**src/rtl/plab4_net_domain_link_sched.sv**
```systemverilog
// Fixed-slot TDM scheduler sharing one ring link between domains D1 and D2, with a one-entry output register.
// Optional build macro: PLAB4_NET_SCHED_WORK_CONSERVING_EN (idle owner yields its slot early; not timing-noninterfering).
module plab4_net_domain_link_sched #(
  parameter int p_msg_cnbits  = 32,
  parameter int p_msg_dnbits  = 32,
  parameter int p_slot_cycles = 4
) (
  input  logic                             clk,
  input  logic                             reset,
  input  logic                             in_val_d1,
  output logic                             in_rdy_d1,
  input  logic [p_msg_cnbits-1:0]          in_msg_control_d1,
  input  logic [p_msg_dnbits-1:0]          in_msg_data_d1,
  input  logic                             in_val_d2,
  output logic                             in_rdy_d2,
  input  logic [p_msg_cnbits-1:0]          in_msg_control_d2,
  input  logic [p_msg_dnbits-1:0]          in_msg_data_d2,
  output logic                             out_val,
  input  logic                             out_rdy,
  output logic [p_msg_cnbits-1:0]          out_msg_control,
  output logic [p_msg_dnbits-1:0]          out_msg_data,
  output logic                             out_domain,
  output logic                             slot_owner,
  output logic                             o_dbg_state,
  output logic [$clog2(p_slot_cycles)-1:0] o_dbg_cnt
);

  localparam int CW = $clog2(p_slot_cycles);
  localparam logic [CW-1:0] LAST = CW'(p_slot_cycles - 1);

  typedef enum logic {
    SLOT_D1 = 1'b0,
    SLOT_D2 = 1'b1
  } state_t;

  state_t                  r_state;
  state_t                  w_state_next;
  logic [CW-1:0]           r_cnt;
  logic [CW-1:0]           w_cnt_next;
  logic                    r_out_val;
  logic [p_msg_cnbits-1:0] r_out_ctl;
  logic [p_msg_dnbits-1:0] r_out_data;
  logic                    r_out_dom;
  logic                    w_guard;
  logic                    w_free;
  logic                    w_xfer_d1;
  logic                    w_xfer_d2;

  // Handshake: a transfer on input X happens when in_val_dX && in_rdy_dX at the clock edge;
  // the output entry drains when out_val && out_rdy. in_rdy never looks at either in_val.
  assign w_guard   = (r_cnt == LAST);
  assign w_free    = !r_out_val || out_rdy;
  assign in_rdy_d1 = reset && (r_state == SLOT_D1) && !w_guard && w_free;
  assign in_rdy_d2 = reset && (r_state == SLOT_D2) && !w_guard && w_free;
  assign w_xfer_d1 = in_val_d1 && in_rdy_d1;
  assign w_xfer_d2 = in_val_d2 && in_rdy_d2;

`ifdef PLAB4_NET_SCHED_WORK_CONSERVING_EN
  logic w_own_idle;
  logic w_other_val;
  assign w_own_idle  = (r_state == SLOT_D1) ? !in_val_d1 : !in_val_d2;
  assign w_other_val = (r_state == SLOT_D1) ? in_val_d2 : in_val_d1;
`endif

  always_comb begin
    w_state_next = r_state;
    w_cnt_next   = r_cnt + CW'(1);
    if (w_guard) begin
      w_cnt_next   = '0;
      w_state_next = (r_state == SLOT_D1) ? SLOT_D2 : SLOT_D1;
    end
`ifdef PLAB4_NET_SCHED_WORK_CONSERVING_EN
    else if (w_own_idle && w_other_val) begin
      w_cnt_next   = '0;
      w_state_next = (r_state == SLOT_D1) ? SLOT_D2 : SLOT_D1;
    end
`endif
  end

  always_ff @(posedge clk or negedge reset) begin
    if (!reset) begin
      r_state <= SLOT_D1;
      r_cnt   <= '0;
    end else begin
      r_state <= w_state_next;
      r_cnt   <= w_cnt_next;
    end
  end

  // A load and a drain in the same cycle simply overwrite the entry, sustaining one message per cycle.
  always_ff @(posedge clk or negedge reset) begin
    if (!reset) begin
      r_out_val  <= 1'b0;
      r_out_ctl  <= '0;
      r_out_data <= '0;
      r_out_dom  <= 1'b0;
    end else if (w_xfer_d1 || w_xfer_d2) begin
      r_out_val  <= 1'b1;
      r_out_ctl  <= w_xfer_d2 ? in_msg_control_d2 : in_msg_control_d1;
      r_out_data <= w_xfer_d2 ? in_msg_data_d2 : in_msg_data_d1;
      r_out_dom  <= w_xfer_d2;
    end else if (r_out_val && out_rdy) begin
      r_out_val <= 1'b0;
    end
  end

  assign out_val         = r_out_val;
  assign out_msg_control = r_out_ctl;
  assign out_msg_data    = r_out_data;
  assign out_domain      = r_out_dom;
  assign slot_owner      = r_state;
  assign o_dbg_state     = r_state;
  assign o_dbg_cnt       = r_cnt;

endmodule
```
**config.mk**
```make
export PLATFORM = sky130hd
export DESIGN_NAME = plab4_net_domain_link_sched
export DESIGN_NICKNAME = d
export VERILOG_FILES = /design/src/rtl/plab4_net_domain_link_sched.sv
export SDC_FILE = /design/constraint.sdc
export NUM_CORES = 1
export LEC_CHECK = 0
export ABC_AREA = 0
export CORE_ASPECT_RATIO = 2
export CORE_UTILIZATION = 36
export DETAILED_ROUTE_END_ITERATION = 10
export PLACE_DENSITY = 0.88
export SYNTH_ARGS = -nofsm -noshare
export SYNTH_HDL_FRONTEND = slang
export SYNTH_SLANG_ARGS = --single-unit
```
**constraint.sdc**
```tcl
create_clock -name clk -period 1.6 [get_ports clk]
set_input_delay 0.24 -clock clk [delete_from_list [all_inputs] [get_ports clk]]
set_output_delay 0.24 -clock clk [all_outputs]
set_load 0.05 [all_outputs]
```
==> run_results.csv, run 1 <==
group,metric,value,unit
timing,max_freq,0.539,GHz
floorplanning,initial_utilization,36.8,%
power_and_ir_drop,power_switching,2.70,mW
clock_network,clock_tree.htree_level_count,3,
clock_network,clk_transition_reported_paths,60,ps
critical_path,reg2regPathDepth,6,
grt,grt_pass1_wl,24500,um
synthesis,synthesis.area_per_instance,9.37,um^2
grt,initial_antenna_violation_count,0,
synthesis,synth_top_cell_area_share,44.7,%
critical_path,worst-endpoint-required,1840,ps
critical_path,worst_endpoint_data_arrival_time,2090,ps
synthesis,ys_seq_area_share,44.7,%
floorplanning,die_h,148,um
drt,detail_route.vias_per_cell,6.62,
timing,timing.final.max_slew_violations,0,
synthesis,dominantRegCellSynth,"dfrtp_1",
critical_path,worstPathMaxFanout,21,
synthesis,synth_async_sr_flop_share,100,%
placed_design,place.port_buffers,204,
clock_network,skew_pair_late_insertion_delay,330,ps
timing,finalWorstSetupSlack,-254,ps
drt,drt_pre_antenna_iters,5,
power_and_ir_drop,share_seq_of_total_power,32.0,%
timing,final.setup_skew,5.09,ps
timing,total_neg_setup_slack,-11760,ps
floorplanning,std_cell_rows,53,
clock_network,tritoncts_num_sinks,69,
timing,grt_setup_unrepaired,"true",
drt,drc,0,
timing,layout_min_cycle_time,1850,ps
clock_network,cts_tree,"yes",
job,maxCapViolations,0,
grt,maximum_number_of_pins_on_one_net_before_global_route_repair,74,
worst_hold_path,timing.hold.worst.class,"in2async",
grt,global_route.overflow_total,0,
status,violated_checks,"negative setup slack",
power_and_ir_drop,combPwrFrac,39.8,%
status,status,"complete, but fails checks",
cells_and_area,synthToLayoutAreaGrowth,79.6,%
cells_and_area,share_of_final_layout_standard_cells_stronger_than_drive_strength_1,32.2,%
power_and_ir_drop,cellPowerDensity,1000,nW/um^2
cells_and_area,design.final.nets,736,
placed_design,routabilityCongestion,0.799,
synthesis,synth_cell_types,23,
synthesis,mappedNetlistArea,3860,um^2
clock_network,clock_path_buffers,2,
cells_and_area,diodes,0,
power_and_ir_drop,power.clock.fraction,28.2,%
placed_design,hpwl,10200,um
timing,fin_crit_sh,116,%
timing,worst-slew-pin-transition,907,ps
synthesis,synth-seq-cells,69,
grt,first_global_vias,4900,
synthesis,synth_edf_count,0,
synthesis,synth.largest_area_cell,"dfrtp_1",
synthesis,synthesis.yosys.warnings,0,
power_and_ir_drop,power.ir.vdd_worst,0.716,mV
floorplanning,boundaryPins,205,
power_and_ir_drop,sw_frac_of_total,38.7,%
clock_network,count_of_hold_fix_buffers_inserted_at_cts,0,
synthesis,cell_with_the_most_instances_after_synthesis,"dfrtp_1",
timing,max_slew_headroom_at_the_worst_pin,39.5,%
power_and_ir_drop,cell_internal_power,4.26,mW
drt,route.antenna.remaining_nets,0,
synthesis,netlist_top_cells_count,"69 x dfrtp_1, 64 x a31oi_1, 64 x nand4_1, 64 x nor4_1, 64 x o31ai_1",
grt,track_usage,28.9,%
clock_network,cts-buffers-inserted,9,
drt,detailedRoute.firstIterationViolations,501,
clock_network,cts.root.buffer_cell,"clkbuf_16",
floorplanning,width_of_the_die,75.2,um
synthesis,synthCells,412,
synthesis,syn_nets,546,
critical_path,timing.critical_path.from_type,"flop",
placed_design,placement.setup.worst_slack,-291,ps
power_and_ir_drop,cellLeakagePower,2.59,nW
power_and_ir_drop,post-layout-total-power,6.96,mW
critical_path,category_of_the_most_critical_setup_path,"reg2reg",
timing,timing_hold_violations_final,0,
floorplanning,die-area,11200,um^2
floorplanning,core_area,10500,um^2
synthesis,synth.top_cells.by_area,"dfrtp_1 45%, o31ai_1 12%, a31oi_1 10%, nand4_1 10%, nor4_1 10%",
critical_path,worst_setup_path_end_kind,"flop",
timing,setup_viol_count_final,67,
cells_and_area,final_core_util,66.2,%
drt,post_drt_wl_per_cell,23.0,um
drt,vias,4922,
drt,routed_wirelength,17100,um
## worst paths after layout
check / startpoint / end / slack (ps)
worst min-delay path: reset / out_msg_data[3] / 170
worst min register to register: o_dbg_cnt[1] / o_dbg_cnt[1] / 530
max in group asynchronous: reset / o_dbg_cnt[0] / 820
worst max-delay path: o_dbg_cnt[0] / out_msg_control[27] / -250
min in group clk: in_msg_control_d1[25] / out_msg_control[25] / 490
worst max register to register: o_dbg_cnt[0] / out_msg_control[27] / -250
## logic make-up (layout without fill, tap and decap cells)
family | after synthesis | after routing | synth area share (%)
simple gates | 141 | 141 | 22.9
compound gates | 129 | 129 | 23.0
buf+inv | 71 | 265 | 8.78
flops | 69 | 69 | 44.7
fa+ha+maj | 1 | 1 | 0.324
xor+xnor | 1 | 1 | 0.227
## per-stage QoR
step                      area [um^2]  std cells  hold WS (ps)
final                            6930        743           167
after floorplan                  3920        412         -55.6
after detailed placement         5980        713           518
after CTS                        6660        739           197
after global placement           5980        713           495
after global routing             6930        743           240
## placed cells by master, fill, tap and decap left out, types with 2 or more instances in the layout
cell / instances
buf_8: 2
clkdlybuf4s50_1: 131
a31oi_4: 4
o31ai_2: 9
nand4_1: 64
dfrtp_2: 4
clkinvlp_4: 4
o31ai_4: 4
buf_12: 14
buf_4: 93
nor2b_4: 3
nor4_1: 51
a31oi_1: 45
a31oi_2: 15
nor4_4: 3
buf_16: 3
clkbuf_16: 10
nor4_2: 10
o31ai_1: 51
nand2b_2: 2
buf_6: 5
dfrtp_1: 65
## worst max-delay path: stages, from the launching register on
cell	delay [ps]
dfrtp_2	430
ha_4	170
nand2b_4	160
buf_4	160
or3_4	440
buf_12	200
a31oi_1	190
## power groups by stage
stage	Combinational (mW)	Sequential (mW)	Clock, mW
floorplan	0.542	3.17	0
global placement	2.50	2.22	0
detailed placement	2.55	2.23	0
CTS	2.67	2.21	1.97
global route	2.88	2.25	2.05
finish	2.77	2.23	1.96
## what timing repair did
item,4_1_cts,5_1_grt
pin swaps,5,2
endpoints found under the setup margin,66,67
resized for setup,40,36
buffers inserted,8,1
gates cloned,3,3
## state kept, by name, indices dropped and copies added, names as in the netlist
signal	flops
o_dbg_state	1
o_dbg_cnt	2
out_val	1
out_domain	1
out_msg_control	32
out_msg_data	32
## layer usage
layer  vias to the layer above  global-route usage [%]  routed length [um]
met2                       366                    49.2                9220
met4                         0                    19.6                1100
met3                        90                    6.44                1190
li1                       2095                       -                   -
met1                      2371                    30.7                5570
met5                         -                       0                   0
## cell type report
class                   count  area (um^2)
fillers                   802         3550
repair buffers            250         2520
multi-input cells         272         2220
flip-flops and latches     69         1730
clock buffers               9          225
well taps                 137          171
clock inverters             6         65.1
(Power assumes the default switching activity.)
==> run 2, diff against run 1 <==
- ABC_CLOCK_PERIOD_IN_PS: unset -> 1900
- CORE_UTILIZATION: 36 -> 40
- PLACE_DENSITY: 0.88 -> 0.92
- clock period: 1.6 -> 1.9 ns (I/O delays scaled with it)
==> run_results.csv, run 2 (synthesis results as in run 1) <==
group,metric,value,unit
critical_path,worst_endpoint_data_arrival_time,1610,ps
critical_path,timing.rr.start,"o_dbg_cnt[1]",
critical_path,timing.critical_path.from_type,"flop",
cells_and_area,most-common-layout-cells,"195 x clkdlybuf4s50_1, 67 x dfrtp_1, 64 x nand4_1",
critical_path,worstReg2RegEnd,"out_msg_data[24]",
grt,initial_antenna_violation_count,0,
drt,post_drt_wl_per_cell,23.0,um
placed_design,hpwl,9860,um
drt,route.antenna.remaining_nets,0,
drt,detail_route.vias_per_cell,6.98,
drt,detailedRoute.firstIterationViolations,598,
cells_and_area,share_of_final_layout_standard_cells_stronger_than_drive_strength_1,11.2,%
power_and_ir_drop,cellPowerDensity,886,nW/um^2
drt,vias,4830,
drt,drc,0,
clock_network,cts_tree,"yes",
floorplanning,initial_utilization,41.1,%
timing,timing_hold_violations_final,0,
cells_and_area,synthToLayoutAreaGrowth,66.8,%
timing,max_slew_headroom_at_the_worst_pin,51.8,%
critical_path,worst-endpoint-required,1620,ps
timing,final.setup_skew,6.96,ps
timing,worst-slew-pin-transition,723,ps
power_and_ir_drop,power.ir.vdd_worst,0.560,mV
cells_and_area,final_core_util,68.6,%
floorplanning,die-area,10100,um^2
cells_and_area,design.final.nets,718,
grt,track_usage,31.9,%
clock_network,cts.root.buffer_cell,"clkbuf_16",
placed_design,placement.setup.worst_slack,-67.8,ps
placed_design,routabilityCongestion,0.900,
clock_network,tritoncts_num_sinks,69,
clock_network,skew_pair_late_insertion_delay,330,ps
floorplanning,width_of_the_die,71.5,um
timing,layout_min_cycle_time,1900,ps
placed_design,place.port_buffers,204,
cells_and_area,layout_commonest_cell,"clkdlybuf4s50_1",
critical_path,reg2regPathDepth,6,
grt,maximum_number_of_pins_on_one_net_before_global_route_repair,67,
critical_path,worstPathMaxFanout,3,
timing,timing.final.max_slew_violations,0,
floorplanning,std_cell_rows,50,
job,maxCapViolations,0,
grt,grt_pass1_wl,24900,um
timing,max_freq,0.527,GHz
timing,finalWorstSetupSlack,1.06,ps
worst_hold_path,timing.hold.worst.class,"in2async",
cells_and_area,diodes,0,
clock_network,clk_transition_reported_paths,60,ps
critical_path,category_of_the_most_critical_setup_path,"reg2out",
floorplanning,core_area,9380,um^2
critical_path,worst_setup_path_end_kind,"primary output",
clock_network,clock_tree.htree_level_count,3,
status,status,"complete, no violations",
floorplanning,boundaryPins,205,
floorplanning,die_h,141,um
power_and_ir_drop,cellLeakagePower,2.38,nW
critical_path,worst_setup_path_startpoint,"o_dbg_cnt[1]",
timing,grt_setup_unrepaired,"true",
drt,routed_wirelength,15900,um
timing,setup_viol_count_final,0,
clock_network,cts-buffers-inserted,9,
timing,fin_crit_sh,99.9,%
critical_path,critical_path.endpoint,"in_rdy_d1",
clock_network,clock_path_buffers,2,
critical_path,r2r_setup_slk,50,ps
drt,drt_pre_antenna_iters,5,
grt,global_route.overflow_total,0,
grt,first_global_vias,4841,
run 2: repair_timing:
item,4_1_cts,5_1_grt
hold buffers,1,0
resized for setup,2,7
endpoints found under the hold margin,23,0
cloned,3,0
pin swaps,2,2
endpoints found under the setup margin,1,50
setup buffers,4,2
run 2: metrics by stage:
stage	hold WS [ps]	cells	area, um^2	setup TNS [ps]	total power [mW]
after floorplan	-10.6	412	3900	0	3.12
after global placement	332	667	5970	0	4.03
after detailed placement	342	667	5970	-650	4.09
after CTS	125	690	6400	-18.3	5.69
after global routing	152	692	6440	-42.3	5.89
final	97.8	692	6440	0	5.71
run 2: report_power, final:
part           switching (mW)  internal (mW)  leakage (nW)
Combinational            1.40          0.879          1.44
Sequential              0.152           1.70         0.804
Clock                   0.596          0.982         0.139
Total                    2.14           3.56          2.38
run 2: worst min-delay path by stage:
stage                from                to  slack, ps  depth (start not counted)
global route        reset  out_msg_data[24]        150                          2
finish              reset  out_msg_data[23]        100                          2
detailed placement  reset  out_msg_data[11]        340                          2
floorplan           reset      o_dbg_cnt[0]        -10                          0
global placement    reset   out_msg_data[3]        330                          2
CTS                 reset  out_msg_data[30]        130                          2
run 2: final cells by class:
cell class / count / area [um^2]
multi-input combinational: 272 / 1880
clock inverter: 1 / 5.00
tap: 104 / 130
timing repair buffer: 232 / 2430
clock buffer: 14 / 274
fill: 717 / 2940
sequential: 69 / 1730
run 2: worst max-delay path: stages (launching register included):
cell,delay (ps)
dfrtp_2,420
ha_4,180
nand2b_4,160
buf_16,130
nor3_4,220
buf_12,170
run 2: layer usage:
layer / global-route usage (%) / vias up / part of all wire [%]
met5: 0 / - / 0
met4: 19.1 / 0 / 6.1
met3: 5.43 / 99 / 7.6
met2: 55.2 / 395 / 52
met1: 36.1 / 2277 / 34
li1: - / 2059 / -
==> run 3, diff against run 2 <==
- ABC_AREA: 0 -> 1
- CORE_UTILIZATION: 40 -> 39
- PLACE_DENSITY: 0.92 -> 0.86
==> run_results.csv, run 3 <==
group,metric,value,unit
cells_and_area,fin_cells,813,
critical_path,timing.rr.start,"o_dbg_cnt[0]",
cells_and_area,diodes,0,
synthesis,synthCells,518,
grt,first_global_vias,4315,
cells_and_area,design_area,6270,um^2
placed_design,routabilityCongestion,0.915,
critical_path,crit_path_max_incr_delay,830,ps
power_and_ir_drop,combPwrFrac,38.3,%
critical_path,worst_path_dominant_cell_family,"buffers and inverters",
timing,timing.final.max_slew_violations,0,
floorplanning,initial_utilization,40.1,%
critical_path,worst_setup_path_end_kind,"primary output",
synthesis,synth.largest_area_cell,"dfrtp_1",
timing,timing_hold_violations_final,0,
floorplanning,core_area,9380,um^2
critical_path,reg2regPathDepth,9,
floorplanning,die_h,141,um
placed_design,post_dp_cell_area,5910,um^2
synthesis,synth-seq-cells,69,
floorplanning,boundaryPins,205,
drt,routed_wirelength,13200,um
drt,drt_pre_antenna_iters,4,
clock_network,cts-buffers-inserted,9,
power_and_ir_drop,power.clock.fraction,27.8,%
grt,maximum_number_of_pins_on_one_net_before_global_route_repair,70,
power_and_ir_drop,sw_frac_of_total,36.5,%
synthesis,synth_edf_count,0,
cells_and_area,layout_commonest_cell,"nand2_1",
synthesis,synthesis.yosys.warnings,0,
critical_path,critPathSlowestCell,"clkdlybuf4s50_1",
drt,detail_route.vias_per_cell,5.34,
synthesis,syn_nets,652,
critical_path,crit_path_cell_count,1,
drt,vias,4345,
synthesis,cell_with_the_most_instances_after_synthesis,"nand2_1",
drt,drc,0,
cells_and_area,final.fill_count,781,
critical_path,critical_path.endpoint,"o_dbg_cnt[1]",
synthesis,netlist_top_cells_count,"260 x nand2_1, 69 x dfrtp_1, 65 x nand3_1, 65 x nand4_1, 31 x buf_2",
placed_design,place.port_buffers,204,
clock_network,cts.root.buffer_cell,"clkbuf_16",
worst_hold_path,timing.hold.worst.class,"in2async",
grt,initial_antenna_violation_count,0,
critical_path,worstPathCellList,"clkdlybuf4s50_1",
timing,max_slew_headroom_at_the_worst_pin,42.7,%
synthesis,synthesis.area_per_instance,7.26,um^2
power_and_ir_drop,post-layout-total-power,5.41,mW
timing,final.setup_skew,5.80,ps
clock_network,cts_tree,"yes",
cells_and_area,synthToLayoutAreaGrowth,66.8,%
synthesis,ys_seq_area_share,45.9,%
synthesis,mappedNetlistArea,3760,um^2
timing,max_freq,0.544,GHz
grt,grt_pass1_wl,20200,um
clock_network,clk_transition_reported_paths,50,ps
cells_and_area,most-common-layout-cells,"259 x nand2_1, 197 x clkdlybuf4s50_1, 68 x dfrtp_1",
critical_path,timing.critical_path.from_type,"flop",
critical_path,worstReg2RegEnd,"out_msg_control[20]",
job,maxCapViolations,0,
power_and_ir_drop,share_seq_of_total_power,33.9,%
drt,post_drt_wl_per_cell,16.2,um
critical_path,r2r_setup_slk,210,ps
grt,track_usage,25.9,%
floorplanning,width_of_the_die,71.5,um
timing,total_neg_setup_slack,0,ps
power_and_ir_drop,cellPowerDensity,863,nW/um^2
critical_path,worst-endpoint-required,1620,ps
synthesis,synth_top_cell_area_share,45.9,%
timing,layout_min_cycle_time,1840,ps
floorplanning,std_cell_rows,50,
critical_path,critical_path.n_buffers_inverters,1,
clock_network,clock_path_buffers,2,
status,status,"complete, no violations",
drt,route.antenna.remaining_nets,0,
power_and_ir_drop,cellLeakagePower,3.10,nW
timing,worst-slew-pin-transition,860,ps
timing,fin_crit_sh,96.7,%
timing,worst_hold_slack,197,ps
grt,global_route.overflow_total,0,
drt,detailedRoute.firstIterationViolations,359,
synthesis,dominantRegCellSynth,"dfrtp_1",
timing,grt_setup_unrepaired,"false",
clock_network,clock_tree.htree_level_count,3,
power_and_ir_drop,power.ir.vdd_worst,0.470,mV
placed_design,hpwl,9260,um
cells_and_area,design.final.nets,838,
floorplanning,die-area,10100,um^2
placed_design,post-place-cells,793,
clock_network,count_of_hold_fix_buffers_inserted_at_cts,0,
power_and_ir_drop,cell_internal_power,3.44,mW
cells_and_area,share_of_final_layout_standard_cells_stronger_than_drive_strength_1,6.35,%
clock_network,skew_pair_late_insertion_delay,320,ps
synthesis,synth_cell_types,18,
clock_network,tritoncts_num_sinks,69,
timing,setup_viol_count_final,0,
critical_path,worstPathMaxFanout,2,
critical_path,worst_setup_path_startpoint,"o_dbg_cnt[1]",
power_and_ir_drop,power_switching,1.98,mW
synthesis,synth.top_cells.by_area,"dfrtp_1 46%, nand2_1 26%, nand4_1 11%, nand3_1 8.6%, buf_2 4.1%",
critical_path,worst_endpoint_data_arrival_time,1550,ps
critical_path,category_of_the_most_critical_setup_path,"reg2out",
synthesis,synth_async_sr_flop_share,100,%
==> run 3: layout make-up <==
type                            instances  area (um^2)  share of cell area (%)
Clock buffer                           15          268                    4.27
Clock inverter                          1         5.00                  0.0798
Inverter                                1         3.75                  0.0598
Multi-Input combinational cell        399         1800                    28.7
Sequential cell                        69         1730                    27.5
Tap cell                              104          130                    2.07
Timing Repair Buffer                  224         2340                    37.2
==> run 3: repair_timing <==
item,4_1_cts,5_1_grt
setup endpoints to repair,1,3
pin swaps,1,1
setup buffers,1,1
gates cloned,1,1
gates resized for setup,1,3
==> run 3: kinds of logic after synthesis <==
group / synth area share [%]
buf+inv: 7.02
fa+ha+maj: 0.333
flops: 45.9
simple gates: 46.5
xor+xnor: 0.233
==> run 3: through the flow <==
stage                     setup slack [ps]  util [%]
after detailed placement               129      63.0
after CTS                             8.47      66.4
final                                 61.8      66.9
after floorplan                       22.9         -
after global routing                  14.8      66.9
after global placement                 200      63.0
==> run 3: power groups by stage <==
stage               registers (mW)  clock network, mW  logic (mW)
finish                        1.83               1.51        2.07
global route                  1.86               1.61        2.17
CTS                           1.83               1.55        2.08
detailed placement            1.85                  0        2.07
global placement              1.84                  0        2.04
floorplan                     2.65                  0       0.345
==> run 3: worst min path at each step <==
stage,end,cells after the start
after global placement,o_dbg_cnt[0],1
after global routing,out_msg_data[9],2
after detailed placement,o_dbg_cnt[0],1
after CTS,out_msg_control[31],2
after floorplan,o_dbg_cnt[0],0
final,out_msg_data[9],2
==> run 3: metal layers <==
layer | part of all wire, % | vias to the layer above | track usage (%)
li1 | - | 2086 | -
met1 | 37 | 2022 | 28.0
met2 | 53 | 193 | 46.9
met3 | 5.8 | 44 | 4.50
met4 | 4.2 | 0 | 13.9
met5 | 0 | - | 0
==> run 3: worst register-to-register path, cell delays in order, from the launching register on <==
cell     delay [ps]
dfrtp_2         440
ha_4            190
nor2_4          150
buf_4           160
nand3_4         120
buf_12          230
nand2_1         100
nand2_1          60
nand2_1          60
nand2_1          50
